[config.mk]
export PLATFORM = sky130hd
export DESIGN_NAME = mips_lsu_mem_master
export DESIGN_NICKNAME = d
export VERILOG_FILES = /design/src/rtl/mips_lsu_pkg.sv /design/src/rtl/mips_lsu_lane.sv /design/src/rtl/mips_lsu_mem_master.sv
export SDC_FILE = /design/constraint.sdc
export NUM_CORES = 1
export LEC_CHECK = 0
export CAP_MARGIN = 20
export CORE_AREA = 2 2 133 135
export DETAILED_ROUTE_END_ITERATION = 12
export DIE_AREA = 0 0 135 137
export PLACE_DENSITY = 0.83
export SYNTH_ARGS = -nofsm -noshare
export SYNTH_HDL_FRONTEND = slang
export SYNTH_SLANG_ARGS = --single-unit
[constraint.sdc]
create_clock -name clk -period 2 [get_ports clk]
set_input_delay 0.5 -clock clk [delete_from_list [all_inputs] [get_ports clk]]
set_output_delay 0.5 -clock clk [all_outputs]
set_load 0.03 [all_outputs]
[src/rtl/mips_lsu_pkg.sv]
// Shared types and lane helpers for the MIPS load/store unit.
// The optional LSU_STATS_EN build adds the statistics counters to mips_lsu_mem_master.
package mips_lsu_pkg;

  localparam int unsigned DATA_W    = 32;
  localparam int unsigned BYTE_W    = 8;
  localparam int unsigned HALF_W    = 16;
  localparam int unsigned LANE_SH_W = 5;
  localparam int unsigned STAT_W    = 32;

  localparam logic [1:0] SIZE_BYTE = 2'b00;
  localparam logic [1:0] SIZE_HALF = 2'b01;
  localparam logic [1:0] SIZE_WORD = 2'b10;

  typedef enum logic [1:0] {
    IDLE  = 2'd0,
    READ  = 2'd1,
    WRITE = 2'd2,
    RESP  = 2'd3
  } lsu_state_t;

  // Big-endian: byte offset 0 sits in bits 31:24, so the shift is (3 - off) * 8.
  function automatic logic [LANE_SH_W-1:0] byte_shift(input logic [1:0] off);
    return {~off, 3'b000};
  endfunction

  // Half offset 0 sits in bits 31:16, offset 2 in bits 15:0.
  function automatic logic [LANE_SH_W-1:0] half_shift(input logic off_hi);
    return {~off_hi, 4'b0000};
  endfunction

endpackage

[src/rtl/mips_lsu_lane.sv]
// Combinational lane extraction (with sign/zero extension) and sub-word store merge.
module mips_lsu_lane
  import mips_lsu_pkg::*;
(
  input  logic [DATA_W-1:0] word,
  input  logic [1:0]        offset,
  input  logic [1:0]        size,
  input  logic              is_signed,
  input  logic [DATA_W-1:0] wdata,
  output logic [DATA_W-1:0] load_val_c,
  output logic [DATA_W-1:0] merged_c
);

  logic [LANE_SH_W-1:0] bsh_c;
  logic [LANE_SH_W-1:0] hsh_c;
  logic [BYTE_W-1:0]    byte_c;
  logic [HALF_W-1:0]    half_c;

  always_comb begin
    bsh_c      = byte_shift(offset);
    hsh_c      = half_shift(offset[1]);
    byte_c     = BYTE_W'(word >> bsh_c);
    half_c     = HALF_W'(word >> hsh_c);
    load_val_c = word;
    merged_c   = wdata;
    case (size)
      SIZE_BYTE: begin
        load_val_c = {{(DATA_W-BYTE_W){is_signed & byte_c[BYTE_W-1]}}, byte_c};
        merged_c   = (word & ~(DATA_W'(8'hFF) << bsh_c))
                   | (DATA_W'(wdata[BYTE_W-1:0]) << bsh_c);
      end
      SIZE_HALF: begin
        load_val_c = {{(DATA_W-HALF_W){is_signed & half_c[HALF_W-1]}}, half_c};
        merged_c   = (word & ~(DATA_W'(16'hFFFF) << hsh_c))
                   | (DATA_W'(wdata[HALF_W-1:0]) << hsh_c);
      end
      default: begin
        load_val_c = word;
        merged_c   = wdata;
      end
    endcase
  end

endmodule

[src/rtl/mips_lsu_mem_master.sv]
// Load/store unit driving word-wide memory strobes; sub-word stores use read-modify-write.
// Define LSU_STATS_EN to add the stat_loads/stat_stores/stat_errs counters.
module mips_lsu_mem_master
  import mips_lsu_pkg::*;
#(
  parameter int unsigned MEM_RD_LAT = 1,
  parameter int unsigned ADDR_W     = 32
) (
  input  logic              clk,
  input  logic              rst_n,
  input  logic              req_valid,
  output logic              req_ready,
  input  logic              req_write,
  input  logic [1:0]        req_size,
  input  logic              req_signed,
  input  logic [ADDR_W-1:0] req_addr,
  input  logic [31:0]       req_wdata,
  output logic              resp_valid,
  output logic [31:0]       resp_rdata,
  output logic              resp_err,
  output logic [ADDR_W-1:0] address,
  output logic [31:0]       write_data,
  output logic              signal_mem_read,
  output logic              signal_mem_write,
  input  logic [31:0]       read_data
`ifdef LSU_STATS_EN
  ,
  output logic [STAT_W-1:0] stat_loads,
  output logic [STAT_W-1:0] stat_stores,
  output logic [STAT_W-1:0] stat_errs
`endif
);

  localparam int unsigned CNT_W = 3;

  lsu_state_t        state, state_nxt;
  logic [CNT_W-1:0]  rd_cnt, rd_cnt_nxt;
  logic              op_write, op_write_nxt;
  logic [1:0]        op_size, op_size_nxt;
  logic              op_signed, op_signed_nxt;
  logic [1:0]        op_off, op_off_nxt;
  logic [31:0]       op_wdata, op_wdata_nxt;
  logic [ADDR_W-1:0] address_nxt;
  logic [31:0]       write_data_nxt, resp_rdata_nxt;
  logic              rd_nxt, wr_nxt, resp_valid_nxt, resp_err_nxt;
  logic              bad_c, rd_last_c;
  logic [31:0]       load_val_c, merged_c;

  assign req_ready = (state == IDLE);
  assign rd_last_c = (rd_cnt == CNT_W'(MEM_RD_LAT - 1));

  // Misaligned or illegal-size requests never reach memory.
  always_comb begin
    bad_c = 1'b0;
    case (req_size)
      SIZE_BYTE: bad_c = 1'b0;
      SIZE_HALF: bad_c = req_addr[0];
      SIZE_WORD: bad_c = |req_addr[1:0];
      default:   bad_c = 1'b1;
    endcase
  end

  mips_lsu_lane u_lane (
    .word       (read_data),
    .offset     (op_off),
    .size       (op_size),
    .is_signed  (op_signed),
    .wdata      (op_wdata),
    .load_val_c (load_val_c),
    .merged_c   (merged_c)
  );

  always_comb begin
    state_nxt      = state;
    rd_cnt_nxt     = rd_cnt;
    op_write_nxt   = op_write;
    op_size_nxt    = op_size;
    op_signed_nxt  = op_signed;
    op_off_nxt     = op_off;
    op_wdata_nxt   = op_wdata;
    address_nxt    = address;
    write_data_nxt = write_data;
    resp_rdata_nxt = resp_rdata;
    rd_nxt         = 1'b0;
    wr_nxt         = 1'b0;
    resp_valid_nxt = 1'b0;
    resp_err_nxt   = 1'b0;
    case (state)
      IDLE: begin
        if (req_valid) begin
          op_write_nxt   = req_write;
          op_size_nxt    = req_size;
          op_signed_nxt  = req_signed;
          op_off_nxt     = req_addr[1:0];
          op_wdata_nxt   = req_wdata;
          resp_rdata_nxt = '0;
          if (bad_c) begin
            state_nxt      = RESP;
            resp_valid_nxt = 1'b1;
            resp_err_nxt   = 1'b1;
          end else begin
            address_nxt = {req_addr[ADDR_W-1:2], 2'b00};
            if (req_write && req_size == SIZE_WORD) begin
              state_nxt      = WRITE;
              wr_nxt         = 1'b1;
              write_data_nxt = req_wdata;
            end else begin
              state_nxt  = READ;
              rd_nxt     = 1'b1;
              rd_cnt_nxt = '0;
            end
          end
        end
      end
      READ: begin
        if (rd_last_c) begin
          if (op_write) begin
            state_nxt      = WRITE;
            wr_nxt         = 1'b1;
            write_data_nxt = merged_c;
          end else begin
            state_nxt      = RESP;
            resp_valid_nxt = 1'b1;
            resp_rdata_nxt = load_val_c;
          end
        end else begin
          rd_cnt_nxt = rd_cnt + CNT_W'(1);
          rd_nxt     = 1'b1;
        end
      end
      WRITE: begin
        state_nxt      = RESP;
        resp_valid_nxt = 1'b1;
      end
      RESP: begin
        state_nxt = IDLE;
      end
      default: begin
        state_nxt = IDLE;
      end
    endcase
  end

  always_ff @(posedge clk or negedge rst_n) begin
    if (!rst_n) begin
      state            <= IDLE;
      rd_cnt           <= '0;
      op_write         <= 1'b0;
      op_size          <= SIZE_BYTE;
      op_signed        <= 1'b0;
      op_off           <= '0;
      op_wdata         <= '0;
      address          <= '0;
      write_data       <= '0;
      resp_rdata       <= '0;
      signal_mem_read  <= 1'b0;
      signal_mem_write <= 1'b0;
      resp_valid       <= 1'b0;
      resp_err         <= 1'b0;
    end else begin
      state            <= state_nxt;
      rd_cnt           <= rd_cnt_nxt;
      op_write         <= op_write_nxt;
      op_size          <= op_size_nxt;
      op_signed        <= op_signed_nxt;
      op_off           <= op_off_nxt;
      op_wdata         <= op_wdata_nxt;
      address          <= address_nxt;
      write_data       <= write_data_nxt;
      resp_rdata       <= resp_rdata_nxt;
      signal_mem_read  <= rd_nxt;
      signal_mem_write <= wr_nxt;
      resp_valid       <= resp_valid_nxt;
      resp_err         <= resp_err_nxt;
    end
  end

`ifdef LSU_STATS_EN
  // Completion counters, bumped once per RESP cycle.
  always_ff @(posedge clk or negedge rst_n) begin
    if (!rst_n) begin
      stat_loads  <= '0;
      stat_stores <= '0;
      stat_errs   <= '0;
    end else if (state == RESP) begin
      if (resp_err)      stat_errs   <= stat_errs + STAT_W'(1);
      else if (op_write) stat_stores <= stat_stores + STAT_W'(1);
      else               stat_loads  <= stat_loads + STAT_W'(1);
    end
  end
`endif

endmodule

Word level (Yosys, flattened, before mapping)
Cells that the tools add are included.

cells by class
  shifts and indexed selects = 6
  bitwise logic cells = 11
  add/subtract/negate cells = 1
  multiplexer cells = 41
  reductions and logical operators = 13
  eq/ne operators = 14

operators by type and width
  cell                                                number
  two-way mux 32 bit                                  8
  case mux 32 bit (2 select lines)                    4
  bitwise AND 32 bit                                  2
  inverter 32 bit                                     2
  bitwise OR 32 bit                                   2
  << shifter 16 x 5 -> 32 bit                         1
  << shifter 16 x 5 -> 32 bit (first input constant)  1
  << shifter 8 x 5 -> 32 bit                          1
  << shifter 8 x 5 -> 32 bit (first input constant)   1
  right shift 32 x 5 -> 16 bit                        1
  right shift 32 x 5 -> 8 bit                         1
  two-way mux 1 bit                                   15
  inequality test 2 bit (second input constant)       7
  two-way mux 3 bit                                   4
  two-way mux 2 bit                                   4
  case mux 2 bit (4 select lines)                     1
  == test 2 x 1 -> 1 bit (second input constant)      3
  == test 2 bit (second input constant)               3
  zero test 2 bit                                     3
  case mux 1 bit (3 select lines)                     2
  case mux 3 bit (2 select lines)                     1
  AND reduction 6 bit                                 1
  AND reduction 5 bit                                 1
  case mux 1 bit (2 select lines)                     2
  other kinds (12)                                    15

storage, ports and cells
  register bits after elaboration = 141
  input port bits = 103

Longest topological paths before layout
  depth in word-level cells = 9
  mapped depth = 8
  depth with buffers taken out = 6

By module
From an unflattened synthesis, not the netlist that was laid out.

second synthesis, totals
  cell total of the unflattened synthesis = 607
  area, all modules = 7422.1 um^2

by module, submodules not included
  module               cells each  area each (um^2)  times used
  mips_lsu_mem_master  390         5992.0            1
  mips_lsu_lane        217         1430.1            1

Least setup slack after synthesis
No wires, ideal clock.

  path kind = register to register
  start = reg state[1]
  end = reg write_data[10]
  setup slack = -215 ps
  cell stages (with the launch flop) = 9
  path buffers = 3
  arrival time = 2090 ps
  library setup time = 125 ps
  period minus slack after synthesis = 2215 ps
  data required time = 1875 ps
  path through = dfrtp_1 > inv_1 > ha_1 > clkbuf_1 > nor2_1 > or3_1 > buf_2 > buf_6 > mux2_4

on the way
  word-level cells in the longest chain between the ends = 3

RTL lines
  what                                                                     line                        text
  start, declared                                                          mips_lsu_mem_master.sv:36   lsu_state_t state, state_nxt;
  start signal, assigned                                                   mips_lsu_mem_master.sv:161  state <= state_nxt;
  zero test 2 bit *                                                        --
  via req_ready                                                            mips_lsu_mem_master.sv:12   output logic req_ready,
  inequality test 2 x 1 -> 1 bit (no source line) (tied with other cells)  --
  AND reduction 6 bit (no source line)                                     --
  end signal, assigned                                                     mips_lsu_mem_master.sv:169  write_data <= write_data_nxt;
  end, declared                                                            mips_lsu_mem_master.sv:22   output logic [31:0] write_data,

The timed path passes the listed nets; every way through them passes the cells marked *.
A chain may end at the register's enable or synchronous reset.

Worst setup path after layout
  start = reg address[3]
  end = out address[3]

RTL lines
  what                    line                        text
  start, declared         mips_lsu_mem_master.sv:21   output logic [ADDR_W-1:0] address,
  start signal, assigned  mips_lsu_mem_master.sv:168  address <= address_nxt;

No word-level cell between the ends.

==> metrics <==
status finished clean; max cap viols 0; post-route clock skew 7.97 ps; last weighted congestion value of the routability-driven placer 0.945; critical path arrival ~1500 ps; maximum vdd ir drop about 900 uV; startpoint of the lowest-slack register-to-register path rd_cnt[0]$_DFFE_PN0P_; sum of routed wire length over all layers between 20 and 25 mm; instance count after placement with tap cells included around 1100; Slew @ Worst Pin 637 ps; via count of the first global-routing pass around 6600; worst setup slack for register-to-register paths 60 ps; CTS H-tree depth 4; initial antenna violation count 0; number of antenna diodes 0; PortBufs around 200; total global routing overflow 0; chip height approximately 140 um; layout filler cell count between 1000 and 1500; HPWL Detailed 17.4 mm; filler-free cell count of the finished design between 1000 and 1500; most used flip-flop cell after synthesis dfrtp_1; die area 18500 um^2; iteration count of the initial detailed-routing pass 9; hold depth 3; cell area after synthesis around 7400 um^2; category of the critical setup timing path reg2out; row count 48; number of warnings issued by yosys 0; horizontal extent of the die 135 um; final setup fails 0; worst path required time around 1500 ps; Final Max Tran Viols 0; timing-limited maximum frequency ~0.51 GHz; Critical Path End Type output port; detailed router's first-iteration violation count 965; largest net degree at the start of global routing 70; post-layout power 20.4 mW; proportion of synthesized chip area in sequential cells about 47%; CTS tree done; Post-synth ARST share between 90% and 100%; starting density of the core 43.6%; capture endpoint of the worst hold path op_off[0]$_DFFE_PN0P_; Post-synth EDFFs 0; number of cell instances on the worst register-to-register path 7; areal power density over the cells 1840 nW/um^2; post-route fraction of the period consumed by the critical path 98.5%; average detailed-routed wire length per instance between 20 and 25 um; CP cell instances clkdlybuf4s50_1; Layout area overhead 49.3%; Final Util around two thirds; first-pass GRT wire length between 30 and 40 mm; instance area at placement around 10000 um^2; clock edge transition at the registers on the reported setup and hold paths around 60 ps; commonest non-fill, non-tap cells in the layout dfrtp_1, clkdlybuf4s50_1, mux2_2; CP max FO 2; via total after detailed routing ~7000; number of top-level pins 204; DRC violations left 0; relative slew slack ~58%; number of synthesized register bits around 140; dominant delay contributor by cell family on the critical path buffers and inverters; slowest cell delay on critical path 680 ps; cts bufs inserted 17; layout cells sized above 1 23.2%; Final Hold Violating Endpoints 0; post-DR vias/cell roughly 6; clock insertion delay at the later pin of the skew report 440 ps; class of the tightest hold or removal check in2reg; number of sinks driven by the clock tree 141; Antenna Violating Nets Remaining 0; layout net count 1045; cell at the root of the clock tree clkbuf_16; number of distinct standard cells referenced by the synthesized netlist 63; endpoint of the worst-slack reg-to-reg timing path write_data[1]$_DFFE_PN0P_; clock period minus final worst setup slack a little under 2000 ps; Hold Startpoint req_addr[0]; crit path max-delay cell type clkdlybuf4s50_1; WP buf/inv 1; placeable core area 17100 um^2; type of element launching the critical path flop; Final Cell Area ~11000 um^2; mean area per synthesized cell between 10 and 15 um^2; Static Leakage roughly 5.4 nW; GRT Resource Usage Total between 20% and 30%; gate count after technology mapping 697; most common cell after layout, fill and taps aside dfrtp_1; clock tree buffer depth 2
## stage by stage
stage	setup WS [ps]	TNS, ps	hold slack [ps]
4_1_cts	0.315	0	486
5_1_grt	-4.93	-12.3	473
2_1_floorplan	15.0	0	204
3_5_place_dp	-499	-26460	445
6_report	29.5	0	475
3_3_place_gp	-473	-23430	441
## kinds of logic (layout without fill, tap and decap cells)
| kind of cell | count (synthesis) | after routing | synth area share, % |
|---|---|---|---|
| other | 1 | 2 | 0.0505 |
| AO/OA/AOI/OAI | 232 | 232 | 21.2 |
| AND/OR/NAND/NOR | 136 | 136 | 8.87 |
| adder cells (fa/ha/maj) | 6 | 6 | 1.01 |
| flip-flops | 141 | 141 | 47.5 |
| multiplexers | 110 | 110 | 17.3 |
| buffers and inverters | 71 | 322 | 4.06 |
## how the worst max path moves through the flow
stage                                          start                          to  slack, ps  cells past startpoint
final                         address[3]$_DFFE_PN0P_                  address[3]         30                      1
after global placement                   req_addr[0]  write_data[17]$_DFFE_PN0P_       -470                      6
after floorplan                 state[0]$_DFFE_PN0P_  write_data[10]$_DFFE_PN0P_         20                      8
after global routing            state[1]$_DFFE_PN0P_                   req_ready         -5                      4
after CTS                 resp_rdata[26]$_DFFE_PN0P_              resp_rdata[26]        0.3                      1
after detailed placement                   req_write  write_data[21]$_DFFE_PN0P_       -500                      6
## report_power, final
group | internal, mW | switching (mW) | total, mW
Combinational | 5.44 | 6.32 | 11.8
Sequential | 4.25 | 1.06 | 5.32
Clock | 1.92 | 1.38 | 3.30
Total | 11.6 | 8.77 | 20.4
## cell usage after synthesis (all sizes together) (10+ instances only)
master | n | area, um^2
nor2b | 10 | 62.6
mux2i | 22 | 220
o22ai | 17 | 106
o31ai | 10 | 75.1
o21ai | 42 | 214
o211ai | 12 | 90.1
a21oi | 57 | 285
a32oi | 12 | 105
clkbuf | 39 | 146
mux2 | 87 | 1040
nor2 | 30 | 113
nand2 | 51 | 191
a32o | 13 | 130
dfrtp | 141 | 3530
buf | 24 | 125
## layer usage
metal / vias up / part of all wire, % / track usage [%]
met3: 58 / 8.3 / 6.44
met5: - / 0 / 0
met1: 3474 / 40 / 34.1
li1: 3106 / - / -
met2: 395 / 49 / 41.4
met4: 0 / 2.8 / 9.95
## area by class of cell
cell class / count / area (um^2) / area share [%]
Inverter: 8 / 30.0 / 0.271
Clock inverter: 14 / 173 / 1.56
Tap cell: 225 / 282 / 2.54
Timing Repair Buffer: 282 / 2980 / 26.9
Sequential cell: 141 / 3530 / 31.8
Multi-Input combinational cell: 486 / 3660 / 33.0
Clock buffer: 18 / 439 / 3.96
## sequential cells by signal, indices dropped and copies added, names as in the netlist, 2 cells and up
signal      count
rd_cnt          3
write_data     32
state           2
op_size         2
address        30
op_off          2
op_wdata       32
resp_rdata     32
## timing repair
action                     4_1_cts  5_1_grt
pin swaps                        0        2
setup endpoints to repair       33      102
hold endpoints to repair        34        0
gates resized for setup         19       69
buffers inserted                 0        6
hold buffers                     1        0
cloned                           0        5
(Power assumes the default switching activity.)
